$ cat config.mk
export PLATFORM = sky130hd
export DESIGN_NAME = otter_lsu_align
export DESIGN_NICKNAME = d
export VERILOG_FILES = /design/src/rtl/otter_mem_pkg.sv /design/src/rtl/otter_load_align.sv /design/src/rtl/otter_lsu_align.sv
export SDC_FILE = /design/constraint.sdc
export NUM_CORES = 1
export LEC_CHECK = 0
export BUFFER_PORTS_ARGS = -buffer_cell sky130_fd_sc_hd__buf_2
export CORE_ASPECT_RATIO = 0.6
export CORE_UTILIZATION = 35
export DETAILED_ROUTE_END_ITERATION = 16
export PLACE_DENSITY = 0.63
export SYNTH_ARGS = -nofsm -noshare
export SYNTH_HDL_FRONTEND = slang
export SYNTH_SLANG_ARGS = --single-unit
$ cat constraint.sdc
create_clock -name CLK -period 2 [get_ports CLK]
set_input_delay 0.1 -clock CLK [delete_from_list [all_inputs] [get_ports CLK]]
set_output_delay 0.1 -clock CLK [all_outputs]
set_load 0.02 [all_outputs]
$ cat src/rtl/otter_mem_pkg.sv
// Shared types and helpers for the Otter data-port load/store aligner.
// Crossing means the access would touch bytes in two different 32-bit words.
package otter_mem_pkg;

  typedef enum logic [1:0] {
    BYTE = 2'd0,
    HALF = 2'd1,
    WORD = 2'd2
  } mem_size_t;

  typedef enum logic [1:0] {
    IDLE,
    RD_HI,
    WR_BYTES,
    RSP
  } lsu_state_t;

  localparam logic [31:0] IO_BASE_DEFAULT = 32'h1100_0000;

  function automatic logic is_crossing(input logic [31:0] addr, input logic [1:0] size);
    return ((size == HALF) && (addr[1:0] == 2'd3)) ||
           ((size == WORD) && (addr[1:0] != 2'd0));
  endfunction

endpackage

$ cat src/rtl/otter_load_align.sv
// Combinational load extractor: picks the addressed bytes out of {hi, lo},
// then zero- or sign-extends them to 32 bits.
module otter_load_align
  import otter_mem_pkg::*;
(
  input  logic [31:0] hi,
  input  logic [31:0] lo,
  input  logic [1:0]  offset,
  input  logic [1:0]  size,
  input  logic        uns,
  output logic [31:0] result
);

  logic [31:0] merged;

  always_comb begin
    merged = 32'({hi, lo} >> {offset, 3'b000});
    result = merged;
    case (mem_size_t'(size))
      BYTE:    result = uns ? {24'd0, merged[7:0]}  : {{24{merged[7]}}, merged[7:0]};
      HALF:    result = uns ? {16'd0, merged[15:0]} : {{16{merged[15]}}, merged[15:0]};
      default: result = merged;
    endcase
  end

endmodule

$ cat src/rtl/otter_lsu_align.sv
// Load/store aligner between the Otter MEM stage and memory port 2: issues only
// word-contained accesses, splitting or trapping accesses that cross a word.
module otter_lsu_align
  import otter_mem_pkg::*;
#(
  parameter logic [31:0] IO_BASE      = IO_BASE_DEFAULT,
  parameter bit          ENABLE_SPLIT = 1'b1
) (
  input  logic        CLK,
  input  logic        RST,
  input  logic        REQ_VALID,
  input  logic        REQ_WE,
  input  logic [31:0] REQ_ADDR,
  input  logic [31:0] REQ_WDATA,
  input  logic [1:0]  REQ_SIZE,
  input  logic        REQ_SIGN,
  output logic        STALL,
  output logic        RSP_VALID,
  output logic [31:0] RSP_RDATA,
  output logic        MISALIGN_TRAP,
  output logic [31:0] MEM_ADDR2,
  output logic [31:0] MEM_DIN2,
  output logic        MEM_WRITE2,
  output logic        MEM_READ2,
  output logic [1:0]  MEM_SIZE,
  output logic        MEM_SIGN,
  input  logic [31:0] MEM_DOUT2
);

  lsu_state_t  state_q, state_d;
  logic [31:0] addr_q, addr_d, wdata_q, wdata_d, lo_q, lo_d;
  logic [1:0]  size_q, size_d, idx_q, idx_d;
  logic        sign_q, sign_d, io_q, io_d, split_q, split_d;

  logic        req_live, req_io, req_cross;
  logic [1:0]  last_idx;
  logic [31:0] lo_word, aligned;

  assign req_live  = REQ_VALID && (REQ_SIZE != 2'd3);
  assign req_io    = (REQ_ADDR >= IO_BASE);
  assign req_cross = !req_io && is_crossing(REQ_ADDR, REQ_SIZE);
  assign last_idx  = (size_q == WORD) ? 2'd3 : 2'd1;

  // Aligned loads see the same word in both halves; split loads use the held lo word.
  assign lo_word = split_q ? lo_q : MEM_DOUT2;

  otter_load_align u_load_align (
    .hi     (MEM_DOUT2),
    .lo     (lo_word),
    .offset (addr_q[1:0]),
    .size   (size_q),
    .uns    (sign_q),
    .result (aligned)
  );

  always_ff @(posedge CLK) begin
    if (RST) begin
      state_q <= IDLE;
      addr_q  <= '0;
      wdata_q <= '0;
      lo_q    <= '0;
      size_q  <= '0;
      idx_q   <= '0;
      sign_q  <= 1'b0;
      io_q    <= 1'b0;
      split_q <= 1'b0;
    end else begin
      state_q <= state_d;
      addr_q  <= addr_d;
      wdata_q <= wdata_d;
      lo_q    <= lo_d;
      size_q  <= size_d;
      idx_q   <= idx_d;
      sign_q  <= sign_d;
      io_q    <= io_d;
      split_q <= split_d;
    end
  end

  always_comb begin
    state_d = state_q;
    addr_d  = addr_q;
    wdata_d = wdata_q;
    lo_d    = lo_q;
    size_d  = size_q;
    idx_d   = idx_q;
    sign_d  = sign_q;
    io_d    = io_q;
    split_d = split_q;
    case (state_q)
      IDLE, RSP: begin
        state_d = IDLE;
        if (req_live) begin
          addr_d  = REQ_ADDR;
          wdata_d = REQ_WDATA;
          size_d  = REQ_SIZE;
          sign_d  = REQ_SIGN;
          io_d    = req_io;
          split_d = 1'b0;
          if (req_cross) begin
            if (ENABLE_SPLIT) begin
              if (REQ_WE) begin
                state_d = WR_BYTES;
                idx_d   = 2'd1;
              end else begin
                state_d = RD_HI;
              end
            end
          end else if (!REQ_WE) begin
            state_d = RSP;
          end
        end
      end
      RD_HI: begin
        lo_d    = MEM_DOUT2;
        split_d = 1'b1;
        state_d = RSP;
      end
      WR_BYTES: begin
        if (idx_q == last_idx) state_d = IDLE;
        else                   idx_d   = idx_q + 2'd1;
      end
      default: state_d = IDLE;
    endcase
  end

  always_comb begin
    STALL         = 1'b0;
    RSP_VALID     = 1'b0;
    RSP_RDATA     = '0;
    MISALIGN_TRAP = 1'b0;
    MEM_ADDR2     = '0;
    MEM_DIN2      = '0;
    MEM_WRITE2    = 1'b0;
    MEM_READ2     = 1'b0;
    MEM_SIZE      = WORD;
    MEM_SIGN      = 1'b0;
    if (!RST) begin
      if (state_q == RSP) begin
        RSP_VALID = 1'b1;
        RSP_RDATA = io_q ? MEM_DOUT2 : aligned;
      end
      case (state_q)
        IDLE, RSP: begin
          if (req_live) begin
            if (req_cross && !ENABLE_SPLIT) begin
              MISALIGN_TRAP = 1'b1;
            end else if (req_cross && REQ_WE) begin
              // Byte 0 goes out straight from the request; the rest come from WR_BYTES.
              MEM_WRITE2 = 1'b1;
              MEM_ADDR2  = REQ_ADDR;
              MEM_DIN2   = {24'd0, REQ_WDATA[7:0]};
              MEM_SIZE   = BYTE;
              STALL      = 1'b1;
            end else if (req_cross) begin
              MEM_READ2 = 1'b1;
              MEM_ADDR2 = {REQ_ADDR[31:2], 2'b00};
              STALL     = 1'b1;
            end else if (REQ_WE) begin
              MEM_WRITE2 = 1'b1;
              MEM_ADDR2  = REQ_ADDR;
              MEM_DIN2   = REQ_WDATA;
              MEM_SIZE   = REQ_SIZE;
              MEM_SIGN   = REQ_SIGN;
            end else if (req_io) begin
              MEM_READ2 = 1'b1;
              MEM_ADDR2 = REQ_ADDR;
              MEM_SIZE  = REQ_SIZE;
              MEM_SIGN  = REQ_SIGN;
            end else begin
              MEM_READ2 = 1'b1;
              MEM_ADDR2 = {REQ_ADDR[31:2], 2'b00};
            end
          end
        end
        RD_HI: begin
          MEM_READ2 = 1'b1;
          MEM_ADDR2 = {addr_q[31:2], 2'b00} + 32'd4;
        end
        WR_BYTES: begin
          MEM_WRITE2 = 1'b1;
          MEM_ADDR2  = addr_q + 32'(idx_q);
          MEM_DIN2   = {24'd0, 8'(wdata_q >> {idx_q, 3'b000})};
          MEM_SIZE   = BYTE;
          STALL      = (idx_q != last_idx);
        end
        default: ;
      endcase
    end
  end

endmodule

### After elaboration in Yosys (flattened, before gate mapping)

Index checks and enable logic that the tools add are counted.

| storage, ports and cells | value |
|---|---|
| bits in writable memories | 0 |
| output and inout bits | 104 |
| latch bits | 0 |
| memory bits (read-only) | 0 |
| bits of input ports | 103 |
| flip-flop bits (word level) | 105 |
| memories kept | 0 |

| cells by class | value |
|---|---|
| reductions and logical operators | 16 |
| shift operators | 2 |
| equality and inequality tests | 16 |
| div/mod/pow operators | 0 |
| magnitude comparators | 1 |
| muxes and demuxes | 67 |
| bitwise gates (word level) | 0 |
| $mul | 0 |
| $add $sub $neg | 3 |

Operator list:

| kind | number |
|---|---|
| 32-bit 2-to-1 mux | 13 |
| 32-bit one-hot mux with 2 select lines | 2 |
| 32-bit one-hot mux with 3 select lines | 1 |
| 64-bit by 5-bit >> shifter with 32-bit output | 1 |
| 2-bit 2-to-1 mux | 20 |
| 32-bit by 2-bit adder with 32-bit output | 1 |
| 32-bit by 3-bit adder with 32-bit output, second input constant | 1 |
| 32-bit by 29-bit >= comparator with 1-bit output, second input constant | 1 |
| 32-bit by 5-bit >> shifter with 8-bit output | 1 |
| 1-bit 2-to-1 mux | 24 |
| 2-bit inequality test, second input constant | 6 |
| 2-bit == test, second input constant | 5 |
| 1-bit one-hot mux with 2 select lines | 4 |
| 2-bit one-hot mux with 2 select lines | 2 |
| 2-bit by 1-bit == test with 1-bit output, second input constant | 3 |
| 2-bit one-hot mux with 3 select lines | 1 |
| 2-bit nonzero test | 3 |
| 1-bit logical AND | 5 |
| 5-bit AND reduction | 1 |
| 2-bit logical NOT | 2 |
| 2-bit AND reduction | 2 |
| 2-bit by 1-bit adder with 2-bit output, second input constant | 1 |
| 2-bit == test | 1 |
| 2-bit inequality test | 1 |
| 3 further kinds | 3 |

### Depth between registers and ports, before layout

Gate-level depths: netlist of run 1.

| logic depth | value |
|---|---|
| depth after elaboration | 9 |
| gate-level depth with buffers | 8 |

### Hierarchy

From an unflattened synthesis of run 1, not the netlist that was laid out.

| second synthesis, totals | value |
|---|---|
| cells, all modules | 966 |
| area total of the unflattened synthesis | 7744.9 µm² |

By module, submodules not included:

| module | instances | area each (µm²) | sequential area each (µm²) | cells each |
|---|---|---|---|---|
| otter_lsu_align | 1 | 6635.1 | 2102.0 | 865 |
| otter_load_align | 1 | 1109.8 | 0.0 | 101 |

### Worst setup path after synthesis of run 1

No wires, ideal clock.

| timing path | value |
|---|---|
| path type | register -> output |
| start point | reg state_q[0] |
| end point | out MEM_DIN2[30] |
| path slack | -0.386 ns |
| data required time | 1.900 ns |
| cell stages (with the launch flop) | 9 |
| arrival time | 2.286 ns |
| path through | dfxtp_1 -> inv_1 -> ha_1 -> clkbuf_1 -> and2_1 -> clkbuf_1 -> clkbuf_1 -> nand2_1 -> nor4_1 |

| between the ends | value |
|---|---|
| cells in the longest elaborated chain, start to end | 4 |

RTL lines:

| element | line | source |
|---|---|---|
| start, declared | otter_lsu_align.sv:30 | `lsu_state_t state_q, state_d;` |
| start signal, assigned | otter_lsu_align.sv:68 | `state_q <= state_d;` |
| 2-bit == test or 2-bit logical NOT (tied branches) | otter_lsu_align.sv:143 | `case (state_q)` |
| 2-bit OR reduction | otter_lsu_align.sv:143 |  |
| 32-bit one-hot mux with 2 select lines * | otter_lsu_align.sv:143 |  |
| 32-bit 2-to-1 mux * | otter_lsu_align.sv:138 | `if (!RST) begin` |
| end, declared | otter_lsu_align.sv:22 | `output logic [31:0] MEM_DIN2,` |

Every way passes the cells marked *; elsewhere a longest branch is shown, timed or not.

### Final worst setup path of run 1

| timing path | value |
|---|---|
| start point | reg split_q |
| end point | out RSP_RDATA[29] |

| between the ends | value |
|---|---|
| cells in the longest elaborated chain, start to end | 7 |

RTL lines:

| element | line | source |
|---|---|---|
| start, declared | otter_lsu_align.sv:33 | `logic sign_q, sign_d, io_q, io_d, split_q, split_d;` |
| start signal, assigned | otter_lsu_align.sv:76 | `split_q <= split_d;` |
| 32-bit 2-to-1 mux * | otter_lsu_align.sv:45 | `assign lo_word = split_q ? lo_q : MEM_DOUT2;` |
| 64-bit by 5-bit >> shifter with 32-bit output * | otter_load_align.sv:17 | `merged = 32'({hi, lo} >> {offset, 3'b000});` |
| 32-bit 2-to-1 mux, on equally long branches | otter_load_align.sv:21, otter_load_align.sv:20 |  |
| 32-bit one-hot mux with 2 select lines * | otter_load_align.sv:19 | `case (mem_size_t'(size))` |
| 32-bit 2-to-1 mux * | otter_lsu_align.sv:141 | `RSP_RDATA = io_q ? MEM_DOUT2 : aligned;` |
| 32-bit 2-to-1 mux * | otter_lsu_align.sv:139 | `if (state_q == RSP) begin` |
| 32-bit 2-to-1 mux * | otter_lsu_align.sv:138 |  |
| end, declared | otter_lsu_align.sv:19 | `output logic [31:0] RSP_RDATA,` |

Marks and branches as above.

==> run_results.csv, run 1 <==
group,metric,value,unit
sta,tightest_slew,0.672,ns
worst_setup_path,cp-start-kind,"flip-flop",
cells_and_area,nets,1440,
floorplan,die_width,192,um
sta,fmax,396,MHz
route,avgRoutedWirePerCell,19.7,um
worst_setup_path,r2r_end,"wdata_q[26]",
synthesis,synthArstFlopShare,0,%
route,drt-initial-drc-count,871,
synthesis,ys.warnings.count,0,
sta,finalCriticalPeriod,2.53,ns
sta,rsz0062_at_grt,"yes",
synthesis,post-synth-top-count-cell,"nand2_1",
cts,numCtsBuffers,9,
route,dr.pass1.iters,5,
global_routing,grt_pass1_vias,8295,
place,routabilityCongestion,0.925,
synthesis,synth.largest_area_cell,"dfxtp_1",
floorplan,num_rows,41,
worst_setup_path,required,1.90,ns
cts,clk_pin_slew_worst_paths,0.08,ns
route,vias_per_cell,5.78,
sta,fin_skew,0.0105,ns
synthesis,synth-seq-cells,105,
power_and_ir_drop,powerDensity,633,nW/um2
cts,clockBufferDepth,2,
cts,cts.htree.levels,3,
synthesis,synth_flop_cell,"dfxtp_1",
cells_and_area,design_area,13400,um2
sta,fin_crit_sh,126,%
sta,whs,0.00846,ns
global_routing,busiest_layer,"met1",
cts,cts.sinks,105,
cells_and_area,drive_gt1_share,54.6,%
synthesis,syn_area_per_cell,8.05,um2
place,placed_area,10300,um2
synthesis,synth_area_leaders,"dfxtp_1 28%, mux4_2 11%, a21oi_1 8.4%",
sta,final-setup-viol-count,101,
worst_setup_path,path_class,"flip-flop to output pin",
floorplan,ios,207,
worst_setup_path,r2r_cells,12,
synthesis,syn_area,7570,um2
job,max-cap-violations,0,
cts,clkLatencyLatePin,0.36,ns
global_routing,grtUsageTotal,26.9,%
sta,final_max_slew_viol_count,0,
floorplan,core-area,21100,um2
global_routing,grt_antenna_before_repair,3,
worst_setup_path,cp_max_fo,16,
sta,slew_headroom,55.1,%
global_routing,use_met2,40.0,%
sta,final_hold_viol_count,0,
power_and_ir_drop,p_leak,5.33,nW
cells_and_area,areaGrowthSynthToFinish,77.2,%
global_routing,grt.overflow.total,0,
worst_setup_path,crit_arrival,2.43,ns
cts,root_buffer,"clkbuf_16",
synthesis,synth_top_area_share,27.8,%
route,routed_wl,31800,um
floorplan,initial_core_util,35.9,%
global_routing,grt_max_degree,76,
floorplan,die-area,22200,um2
place,dpl.hpwl,20300,um
power_and_ir_drop,power.total,0.00849,W
synthesis,synth_common_cells,"166 x nand2_1, 127 x a21oi_1, 105 x dfxtp_1",
route,drcViolationCount,0,
cells_and_area,area.sequential,2130,um2
min_path,worstHoldStart,"REQ_WDATA[9]",
min_path,hold_depth,3,
worst_setup_path,r2r-start,"state_q[0]",
status,violations,"setup timing",
global_routing,use_met1,40.0,%
min_path,hold_class,"input port to flip-flop",
status,status,"complete, but fails checks",
place,portBuffers,205,
route,ant_nets,0,
worst_setup_path,worstSetupEndpointType,"output pin",
synthesis,yosysUniqueCellTypes,69,
synthesis,synth_fp_nets,1054,
route,num_vias,9313,
cells_and_area,multi_input_area,6530,um2
cells_and_area,fill_cells,1688,
synthesis,synth_seq_area_share,27.8,%
synthesis,synth_cells,940,
floorplan,fp.dieH,116,um
global_routing,grt_pass1_wl,46500,um
synthesis,synth_enable_flop_cells,0,
cts,cts_tree,"done",
worst_setup_path,r2r_setup_slack,0.05,ns
global_routing,grt_use_met3,5.39,%
power_and_ir_drop,peakVddDrop,0.533,mV
sta,fin_ws,-0.526,ns
min_path,hold_end,"wdata_q[9]",
cells by family after synthesis:
family | count (synthesis) | synth area share, %
simple gates | 361 | 21.7
compound gates | 244 | 20.6
mux | 120 | 22.5
flops | 105 | 27.8
buf+inv | 96 | 5.21
fa+ha+maj | 11 | 1.92
xor+xnor | 2 | 0.231
other cells | 1 | 0.0495
critical path, cell delays in order, from the launching register on:
cell and delay, ns:
dfxtp_4 0.43, mux2_4 0.32, mux4_2 0.54, nor2_4 0.13, a211oi_4 0.06, buf_12 0.16, a221o_1 0.27, buf_2 0.16
per-layer routing:
metal  part of all wire, %  wire length [um]
met1                    45             14300
met2                    45             14400
met3                   8.6              2740
met4                   1.1               354
met5                 0.069                22
sequential cells by signal, indices dropped and copies added, names as in the netlist:
signal	cells
io_q	1
split_q	1
addr_q	32
sign_q	1
idx_q	2
size_q	2
wdata_q	32
state_q	2
lo_q	32
stage by stage:
stage               util [%]  setup TNS, ns  std cells  worst slack [ns]
finish                  63.6         -29.05       1611            -0.526
global route            63.6         -36.36       1610            -0.593
CTS                     60.0         -27.83       1570            -0.511
detailed placement      48.7          -5.16       1479            -0.154
global placement        48.7          -3.70       1479            -0.134
floorplan                  -         -0.416        940            -0.129
placed cells by master (no fill, tap or decap), drive strengths merged, types with 3 or more instances in the layout:
cell	n
dfxtp	105
inv	14
a221o	16
nand2	166
mux2	28
or3	3
nand3	21
clkinv	3
nand2b	4
a21oi	127
clkbuf	14
o21ai	29
o211ai	15
a211oi	6
a22o	4
nand4	14
and3	6
a31oi	6
nor2b	3
ha	10
nor2	89
nor3	10
nor4	30
mux2i	55
dlygate4sd3	13
o41ai	5
o311ai	3
buf	440
a32o	9
mux4	37
or2	3
final cells by class:
type,instances,share of cell area [%]
Inverter,13,0.476
Multi-Input combinational cell,739,48.7
Clock inverter,7,0.839
Tap cell,279,2.60
Timing Repair Buffer,458,29.8
Clock buffer,9,1.68
Antenna cell,1,0.0187
Sequential cell,105,15.9
worst max path at each step:
stage          startpoint             to  slack, ns  depth (start not counted)
6_report          split_q  RSP_RDATA[29]      -0.53                          7
5_1_grt           split_q  RSP_RDATA[27]      -0.59                          7
4_1_cts           split_q  RSP_RDATA[24]      -0.51                          7
3_5_place_dp      split_q  RSP_RDATA[24]      -0.15                          7
3_3_place_gp     idx_q[0]  MEM_ADDR2[24]      -0.13                          9
2_1_floorplan  state_q[0]  MEM_ADDR2[19]      -0.13                          7
where the power goes:
part | internal, W | switching (W) | total [W]
Clock | 0.00113 | 0.000917 | 0.00204
Sequential | 0.00229 | 0.000166 | 0.00245
Combinational | 0.00196 | 0.00203 | 0.00399
what timing repair did:
| action | CTS | global route |
|---|---|---|
| buffers inserted | 57 | 42 |
| pin swaps | 117 | 52 |
| endpoints found under the setup margin | 102 | 102 |
| gates resized for setup | 348 | 95 |
| hold buffers | 13 | 0 |
| gates cloned | 8 | 5 |
| hold endpoints to repair | 13 | 0 |
Power figures use the tool's default switching activity.
==> run 2, diff against run 1 <==
CORE_ASPECT_RATIO = unset   (was 0.6)
SYNTH_HIERARCHICAL = 1   (was unset)
==> run 2 against run 1 <==
The flow still finishes with violations (setup timing). Sequential share of layout area up 0.53 points. First-iteration DRC count shrank 27%. Via count shrank 3.7%. Power fell by 4.1%. Critical path type unchanged. Critical endpoint is now RSP_RDATA[21].
==> run_results.csv, run 2 <==
group,metric,value,unit
status,status,"complete, but fails checks",
status,violations,"setup timing",
worst_setup_path,crit_path_top_delay_cell,"mux4_2",
place,placed_area,10000,um2
sta,final_hold_viol_count,0,
sta,fmax,389,MHz
place,dpl.hpwl,18800,um
sta,slew_headroom,62.5,%
floorplan,initial_core_util,35.6,%
floorplan,num_rows,54,
global_routing,grtUsageTotal,24.3,%
cts,clkLatencyLatePin,0.36,ns
global_routing,grt.overflow.total,0,
route,routed_wl,30000,um
sta,fin_ws,-0.573,ns
route,drcViolationCount,0,
worst_setup_path,path_class,"flip-flop to output pin",
synthesis,synth-seq-cells,105,
cells_and_area,reg_top3,"addr_q: 32 flops, lo_q: 32 flops, wdata_q: 32 flops",
route,num_vias,8965,
synthesis,synth_flop_cell,"dfxtp_1",
cells_and_area,fin_util,60.0,%
worst_setup_path,slowest_delay,0.50,ns
synthesis,syn_area,7740,um2
sta,final-setup-viol-count,95,
synthesis,ys.warnings.count,6,
power_and_ir_drop,power.total,0.00814,W
route,dr.pass1.iters,5,
floorplan,ios,207,
synthesis,synth_cells,966,
synthesis,synthArstFlopShare,0,%
power_and_ir_drop,peakVddDrop,0.386,mV
power_and_ir_drop,p_leak,5.30,nW
synthesis,synth.largest_area_cell,"dfxtp_1",
place,portBuffers,205,
cts,cts.sinks,105,
cells_and_area,drive_gt1_share,52.9,%
cells_and_area,design_area,13100,um2
synthesis,syn_area_per_cell,8.02,um2
place,routabilityCongestion,0.896,
floorplan,fp.dieH,151,um
synthesis,synth_common_cells,"196 x nand2_1, 111 x nor2_1, 105 x dfxtp_1",
floorplan,core-area,21800,um2
worst_setup_path,required,1.90,ns
cells_and_area,nets,1447,
worst_setup_path,worstSetupEndpointType,"output pin",
worst_setup_path,crit_arrival,2.47,ns
global_routing,grt_max_degree,52,
cells_and_area,areaGrowthSynthToFinish,68.5,%
floorplan,die-area,22700,um2
cts,cts_tree,"done",
global_routing,grt_pass1_vias,8113,
sta,fin_skew,0.0150,ns
route,vias_per_cell,5.53,
sta,fin_crit_sh,129,%
power_and_ir_drop,powerDensity,624,nW/um2
synthesis,post-synth-top-count-cell,"nand2_1",
sta,tightest_slew,0.562,ns
synthesis,yosysUniqueCellTypes,67,
sta,rsz0062_at_grt,"yes",
min_path,hold_class,"input port to flip-flop",
worst_setup_path,cp_max_fo,15,
worst_setup_path,cp-start-kind,"flip-flop",
global_routing,grt_pass1_wl,42900,um
sta,finalCriticalPeriod,2.57,ns
global_routing,grt_antenna_before_repair,3,
route,avgRoutedWirePerCell,18.5,um
route,drt-initial-drc-count,632,
synthesis,synth_fp_nets,1080,
cts,cts.htree.levels,3,
cts,clockBufferDepth,2,
sta,whs,0.00897,ns
route,ant_nets,0,
cts,numCtsBuffers,9,
sta,final_max_slew_viol_count,0,
synthesis,synth_seq_area_share,27.1,%
cts,root_buffer,"clkbuf_16",
synthesis,synth_area_leaders,"dfxtp_1 27%, mux4_2 12%, nand2_1 9.5%",
floorplan,die_width,151,um
worst_setup_path,path_cells,"buf_12 > mux2_4 > mux4_2 > mux2i_4 > buf_12 > o21ai_1 > mux2i_1 > nor2_2 > buf_2",
synthesis,synth_top_area_share,27.1,%
cts,clk_pin_slew_worst_paths,0.08,ns
synthesis,synth_enable_flop_cells,0,
worst_setup_path,cp_num_buf_inv,3,
cells_and_area,mostFrequentLayoutCell,"buf_4",
cells_and_area,most-common-layout-cells,"185 x buf_4, 159 x nand2_1, 124 x buf_2, 87 x dfxtp_1, 86 x buf_6",
worst_setup_path,path_delay_family,"multiplexers",
worst_setup_path,cp_common_cell,"buf_12",
job,max-cap-violations,0,
run 2: changes by cell type in the layout (fill, tap and decap cells not counted), moves of 10 or more:
cell and change:
a21oi_1 -23, nor2_4 +21, nor4_4 -26, nand2_4 -11, a221o_1 -16, buf_4 -16
a21oi_2 -13, o21ai_1 +16, mux2i_1 +17, nand2_1 +27, mux2_4 +10
run 2: repair_timing:
item / in CTS / in global routing
pin swaps: 96 / 93
endpoints found under the setup margin: 102 / 101
setup buffers: 38 / 44
endpoints found under the hold margin: 19 / 0
cloned: 6 / 2
hold buffers: 19 / 0
gates resized for setup: 320 / 182
run 2: final cells by class:
type	count	area [um2]
clock buffer	11	243
inverter	14	55.1
sequential	105	2140
clock inverter	5	46.3
tap	280	350
fill	1792	8710
timing repair buffer	442	3760
multi-input combinational	761	6450
antenna	2	5.00
run 2: path summary, 6_finish.rpt:
path                 from  slack, ns             to  cells after the start
max               split_q      -0.57  RSP_RDATA[21]                      9
min          REQ_WDATA[3]      0.009     wdata_q[3]                      3
max reg2reg    state_q[1]       0.11       lo_q[22]                      9
min reg2reg   wdata_q[18]       0.46    wdata_q[18]                      2
run 2: cell families (layout without fill, tap and decap cells):
| family | count (synthesis) | count (layout) | share of synthesized area [%] |
|---|---|---|---|
| simple gates | 394 | 394 | 21.9 |
| compound gates | 206 | 206 | 16.8 |
| mux | 147 | 147 | 26.5 |
| flops | 105 | 105 | 27.1 |
| buf+inv | 100 | 472 | 5.51 |
| fa+ha+maj | 11 | 11 | 1.87 |
| xor+xnor | 2 | 2 | 0.226 |
| other cells | 1 | 3 | 0.0484 |
run 2: worst register-to-register path: stages (launching register included):
cell     delay [ns]
dfxtp_4        0.37
inv_4          0.07
ha_4           0.19
buf_6          0.13
buf_4          0.16
buf_16         0.12
buf_12         0.10
buf_4          0.29
mux2i_1        0.28
nor2_1         0.05
run 2: where the power goes:
part | switching, W | internal, W
Clock | 0.000905 | 0.000905
Sequential | 0.000154 | 0.00229
Combinational | 0.00196 | 0.00192
run 2: layer usage:
metal	global-route usage [%]	vias up	part of all wire [%]
li1	-	4209	-
met1	33.6	4328	43
met2	38.2	374	48
met3	3.76	52	6.3
met4	8.30	2	2.4
met5	0	-	0.043
run 2: metrics by stage:
stage	instances	TNS (ns)	worst slack (ns)
floorplan	966	-1.72	-0.163
global placement	1510	-4.95	-0.192
detailed placement	1510	-6.51	-0.229
finish	1620	-24.84	-0.573
global route	1620	-31.43	-0.662
CTS	1585	-22.98	-0.565
